**src/rtl/alu_op_if.sv**
```systemverilog
// Operand/opcode/result bundle for the registered byte ALU.
// The master drives operands and opcode; the slave returns the registered result.
interface alu_op_if #(
    parameter int WIDTH = 8
);
    logic [WIDTH-1:0]   A;
    logic [WIDTH-1:0]   B;
    logic [2:0]         SEL_BIT;
    logic [2*WIDTH-1:0] OUT;

    modport master (
        output A,
        output B,
        output SEL_BIT,
        input  OUT
    );

    modport slave (
        input  A,
        input  B,
        input  SEL_BIT,
        output OUT
    );
endinterface

```
**src/rtl/alu_op.sv**
```systemverilog
// Registered unsigned ALU: add/sub/mul/div/logic/shift on WIDTH-bit operands,
// double-width result presented one cycle after the operands are sampled.
module alu_op #(
    parameter int WIDTH = 8
) (
    input  logic     CLK,
    input  logic     RST,
    alu_op_if.slave  bus
);

    localparam int OUT_W = 2 * WIDTH;

    logic [OUT_W-1:0] res_p0;
    logic [OUT_W-1:0] res_p1;

    function automatic logic [OUT_W-1:0] alu_f(
        input logic [WIDTH-1:0] a,
        input logic [WIDTH-1:0] b,
        input logic [2:0]       sel
    );
        logic [OUT_W-1:0] ax;
        logic [OUT_W-1:0] bx;
        logic [OUT_W-1:0] r;
        ax = {{WIDTH{1'b0}}, a};
        bx = {{WIDTH{1'b0}}, b};
        case (sel)
            3'b000: r = ax + bx;
            3'b001: r = ax - bx;
            3'b010: r = ax * bx;
            3'b011: begin
                // Division by zero returns an all-ones marker instead of a quotient.
                if (b == '0) r = '1;
                else         r = {a % b, a / b};
            end
            3'b100: r = {{WIDTH{1'b0}}, a & b};
            3'b101: r = {{WIDTH{1'b0}}, a | b};
            3'b110: r = {{WIDTH{1'b0}}, a ^ b};
            3'b111: r = ax << b[3:0];
            default: r = '0;
        endcase
        return r;
    endfunction

    // p0: combinational result from the current operands
    always_comb begin
        res_p0 = alu_f(bus.A, bus.B, bus.SEL_BIT);
    end

    // p1: result register, cleared asynchronously by reset
    always_ff @(posedge CLK or posedge RST) begin
        if (RST) res_p1 <= '0;
        else     res_p1 <= res_p0;
    end

    assign bus.OUT = res_p1;

endmodule

```
**src/flat_wrapper.sv**
```systemverilog
// flat-port wrapper written by rule: the top's interface ports become plain ports
module alu_op_flat 
#(
    parameter int WIDTH = 8
)
  (CLK, RST, bus_A, bus_B, bus_SEL_BIT, bus_OUT);
  alu_op_if #(.WIDTH(WIDTH)) bus_i ();
  input  logic CLK;
  input  logic RST;
  input wire logic [$bits(bus_i.A)-1:0] bus_A;
  input wire logic [$bits(bus_i.B)-1:0] bus_B;
  input wire logic [$bits(bus_i.SEL_BIT)-1:0] bus_SEL_BIT;
  output wire logic [$bits(bus_i.OUT)-1:0] bus_OUT;
  assign bus_i.A = bus_A;
  assign bus_i.B = bus_B;
  assign bus_i.SEL_BIT = bus_SEL_BIT;
  assign bus_OUT = bus_i.OUT;
  alu_op #(.WIDTH(WIDTH)) u_core (.CLK(CLK), .RST(RST), .bus(bus_i));
endmodule
```
**config.mk**
```make
export PLATFORM = sky130hd
export DESIGN_NAME = alu_op_flat
export DESIGN_NICKNAME = d
export VERILOG_FILES = /design/src/rtl/alu_op_if.sv /design/src/rtl/alu_op.sv /design/src/flat_wrapper.sv
export SDC_FILE = /design/constraint.sdc
export NUM_CORES = 1
export LEC_CHECK = 0
export ABC_AREA = 1
export BUFFER_PORTS_ARGS = -buffer_cell sky130_fd_sc_hd__buf_4
export CAP_MARGIN = 20
export CELL_PAD_IN_SITES_DETAIL_PLACEMENT = 1
export CELL_PAD_IN_SITES_GLOBAL_PLACEMENT = 1
export CORE_MARGIN = 3
export CORE_UTILIZATION = 38
export DETAILED_ROUTE_END_ITERATION = 10
export PLACE_DENSITY = 0.74
export SLEW_MARGIN = 20
export SYNTH_ARGS = -nofsm -noshare
export SYNTH_HDL_FRONTEND = slang
export SYNTH_SLANG_ARGS = --single-unit
```
**constraint.sdc**
```tcl
create_clock -name CLK -period 0.8 [get_ports CLK]
set_input_delay 0.16 -clock CLK [delete_from_list [all_inputs] [get_ports CLK]]
set_output_delay 0.16 -clock CLK [all_outputs]
set_load 0.03 [all_outputs]
```
Word-level counts from Yosys, hierarchy flattened --
Index checks and enable logic that the tools add are counted.
Word-level totals: register bits 16, latch bits 0, RAM bits 0, memory bits (read-only) 0, input bits 21, output and inout bits 16, word-level logic and storage cells 21, memories 0
Operators by class: $add $sub $neg 2, multipliers 1, divide/modulo/power cells 2, magnitude comparators 0, equal/unequal tests 7, shifts and indexed selects 1, mux-type cells 2, bitwise logic cells 3, reduce and logical (&&, ||, !) cells 2
Operators by type and width (count):
- 16-bit one-hot mux with 8 select lines | 1
- 8-bit by 8-bit multiplier with 16-bit output | 1
- 16-bit 2-to-1 mux | 1
- 8-bit by 4-bit << shifter with 16-bit output | 1
- 3-bit == test (second input constant) | 4
- 8-bit by 8-bit adder with 9-bit output | 1
- 8-bit by 8-bit subtractor with 9-bit output | 1
- 8-bit bitwise AND | 1
- 8-bit by 8-bit divider with 8-bit output | 1
- 8-bit zero test | 1
- 8-bit by 8-bit remainder unit with 8-bit output | 1
- 8-bit bitwise OR | 1
- 8-bit bitwise XOR | 1
- 3-bit by 2-bit == test with 1-bit output (second input constant) | 2
- 3-bit by 1-bit == test with 1-bit output (second input constant) | 1
- 3-bit zero test | 1

Depth between registers and ports, before layout --
depth in word-level cells 3, gate-level depth with buffers 68, depth with buffers taken out 67

Least setup slack after synthesis --
Ideal clock, no wire load.
path type input to register, start input port bus_B[0], end register u_core.res_p1[0] (netlist: u_core.bus.OUT[0]), library setup time 0.136 ns, arrival time 8.392 ns, data required time 0.664 ns, path slack -7.728 ns, cell stages on the path 60, path buffers 1, cells stage by stage buf_2 inv_1 ha_1 o21ai_1 inv_1 nand3_1 nand2_1 ha_1 o21ai_0 nand2_1 nand2_2 nand2_1 o21ai_2 ha_1 o21ai_0 nand2_1 or2_2 nand4_1 [... 24 more ...] and2_1 ha_1 inv_1 nor4_2 nand2_1 nand3_4 inv_4 nand3_1 nand2_1 ha_1 inv_1 o21bai_1 a221oi_1 nand3_1 nor2_2 inv_2 a22oi_1 nand4_1
On the way: longest elaborated chain between the ends 3, elaborated cells between the ends (all ways) 11, those cells by class add/sub (2); mul (1); div (1); shift (1); mux (2); bitwise (3); reduce/logical (1)
Ends and longest elaborated chain:
- from (decl) | line flat_wrapper.sv:11 | input wire logic [$bits(bus_i.B)-1:0] bus_B;
- 8-bit by 8-bit divider with 8-bit output or 8-bit zero test (tied branches) | line alu_op.sv:33, alu_op.sv:32
- 16-bit 2-to-1 mux | line alu_op.sv:32 | if (b == '0) r = '1;
- 16-bit one-hot mux with 8 select lines (*) | line alu_op.sv:26 | case (sel)
- via u_core.res_p0[0] | line alu_op.sv:13 | logic [OUT_W-1:0] res_p0;
- to (signal assigned) | line alu_op.sv:52 | else res_p1 <= res_p0;
- to (decl) | line alu_op.sv:14 | logic [OUT_W-1:0] res_p1;
The timed path passes the listed nets; every way through them passes the cells marked *.

Worst setup path in the final report --
start input port bus_B[6], end register u_core.res_p1[8] (netlist: u_core.bus.OUT[8])
On the way: longest elaborated chain between the ends 3, elaborated cells between the ends (all ways) 7, those cells by class add/sub (2); mul (1); div (1); mux (2); reduce/logical (1)
Ends and longest elaborated chain (line):
- 8-bit by 8-bit remainder unit with 8-bit output or 8-bit zero test (tied branches) | alu_op.sv:33, alu_op.sv:32
- 16-bit 2-to-1 mux | alu_op.sv:32
- 16-bit one-hot mux with 8 select lines (*) | alu_op.sv:26
- via u_core.res_p0[8] | alu_op.sv:13
Marked as above.

==> out/metrics.cfg <==
[status]
status=complete, but fails checks
failed_checks=negative setup slack

[yosys]
ys.flop_type=dfrtp_1
synth_top_area_frac=0.202
avgSynthCellArea_sq_um=6.69
ys_seq_area_frac=0.0646
synth_edf_count=0
yosysTopAreaCell=ha_1
syn_nets=1087
synthTopCellsByArea=ha_1, nand2_1, fa_1
ys_top_cells_by_count=nand2_1, inv_1, ha_1
netlist_area_sq_um=6200
synth_seq_cells=16
syn_inst=927
yosys.cell_types.count=56
synth.most_common_cell=nand2_1
yosysWarnings=0
synthArstFlopShare=1.00

[global_route]
grt_max_degree=22
overflow=0
grt_pass1_vias=9697
antenna_found_initial=6
grt_pass1_wl_mm=57.5
grt_util_all_layers=0.417

[drt]
vias_per_cell=6.57
drt_pass1_iterations=8
vias=9980
antenna_left=0
drt_iter0_drc=1232
drc_errors=0
avgRoutedWirePerCell_um=33.4
drt_wl_total_mm=50.8

[timing]
slew_viol_final=0
timing.slew.headroom=0.429
hold_viol=0
fin_crit_sh=12.6
setup_viol=32
tightest_slew_ns=0.856
timing.fmax_ghz=0.0992
post-route-min-period_ns=10.08
post-route-worst-setup-slack_ns=-9.28
grt_setup_unrepaired=true

[clocking]
clk_pin_slew_ns=0.06
root_buffer=clkbuf_16
cts_tree=yes
cts_buffers=3
clock-sinks=16
htree_levels=1
clockBufferDepth=2

[die]
die_area_sq_um=17900
die_w_um=134
fp.dieH_um=134
core_sq_um=15900
placement_rows=46
io_pins=37
start_util=0.389

[hold_path]
holdCritStartpoint=bus_SEL_BIT[2]
min_path_type=input port to register
min_path_cells=5
min_to=u_core.bus.OUT[1]

[flow_run]
cap_violations=0

[worst_setup_path]
arrival_ns=10.17
slowest_stage=a22oi_1
crit_family=simple AND/OR/NAND/NOR gates
end_kind=register
crit_required_ns=0.89
cp_max_fo=7
crit_buf_inv=8
startpoint=bus_B[6]
critPathKind=input port to register
cpPeakStageDelay_ns=0.65
cp_common_cell=nand2_2
startpoint_type=input port

[layout]
largest_reg_flops=16
final_nets=1463
ff_latch_area_sq_um=400
finalNonFillerCells=1519
nFillCells=1933
drive_above_1_share=0.502
multi_input_comb_area_sq_um=6260
areaGrowthSynthToFinish_pct=77.2

[power]
ir_drop_mv=1.63
p_leak_nw=5.69
total_power_w=0.0205
p_per_area_nw_per_um2=1860

[placed_design]
port_buffers=36
gp_congestion=0.979
hpwl_mm=23.7
dpl.cell_count=1431

## how the worst max path moves through the flow
stage | to | slack, ns | depth (start not counted)
after CTS | u_core.bus.OUT[8] | -7.45 | 59
after global routing | u_core.bus.OUT[8] | -9.40 | 63
after detailed placement | u_core.bus.OUT[14] | -8.34 | 61
final | u_core.bus.OUT[8] | -9.28 | 58
after floorplan | u_core.bus.OUT[0] | -7.10 | 60
after global placement | u_core.bus.OUT[14] | -7.67 | 60
## what timing repair did
action | CTS | global route
setup buffers | 63 | 21
resized for setup | 188 | 100
hold buffers | 1 | 0
setup endpoints to repair | 32 | 32
hold endpoints to repair | 16 | 0
pin swaps | 101 | 67
## cells by family after synthesis
family          Yosys count  synth area share
fa+ha+maj               139             0.328
buf+inv                 207             0.131
xor+xnor                 25            0.0353
compound gates          173             0.168
simple gates            367             0.273
flops                    16            0.0646
## placed cells by master, fill, tap and decap left out, drive strengths merged, types with 2 or more instances in the layout
master	netlist	routed
a22oi	4	4
nand3	53	53
a211oi	3	3
nand2	224	224
nor2	47	47
clkbuf	11	4
fa	39	39
o221ai	3	3
nor4	2	2
o21ai	67	67
nor3	15	15
or2	8	8
xor2	19	19
a21o	2	2
a21oi	54	54
inv	186	185
and2	4	4
a2111oi	2	2
a31oi	5	5
o21a	2	2
o21bai	6	6
o22ai	9	9
a221oi	6	6
dfrtp	16	16
buf	10	391
xnor2	6	6
nand4	11	11
ha	100	100
o211ai	3	3
o2111ai	4	4
## power breakdown
| part | total, W | switching [W] | internal, W | leakage [nW] |
|---|---|---|---|---|
| clock | 0.00120 | 0.000432 | 0.000765 | 0.0442 |
| sequential | 0.00116 | 0.000162 | 0.000994 | 0.203 |
| combinational | 0.0181 | 0.0105 | 0.00762 | 5.45 |
## worst min-delay path: cells and delay by family
kind / cells / cell delay (ns)
AOI/OAI and AO/OA: 2 / 0.16
buffers and inverters: 2 / 0.30
and+or+nand+nor: 1 / 0.06
## per-stage QoR
stage	setup TNS, ns	instance area (sq um)	setup slack, ns	hold slack [ns]	utilization
global route	-115.40	11000	-9.40	0.474	0.689
CTS	-94.15	10400	-7.45	0.438	0.651
detailed placement	-103.28	9010	-8.34	0.186	0.565
floorplan	-86.66	6600	-7.10	0.0737	-
global placement	-95.23	9010	-7.67	0.179	0.565
finish	-113.30	11000	-9.28	0.486	0.689
## routing by layer
layer	global-route usage	part of all wire
met4	0.268	0.13
met2	0.720	0.42
met3	0.0789	0.13
met5	0	0.0016
met1	0.471	0.32
## layout make-up
type,instances,area share
diodes,1,0.000228
repair buffers,392,0.293
clock buffers,4,0.00809
well taps,216,0.0246
inverters,186,0.0676
flip-flops and latches,16,0.0365
multi-input cells,704,0.570
Note: power is estimated with default switching activity, not from simulation.
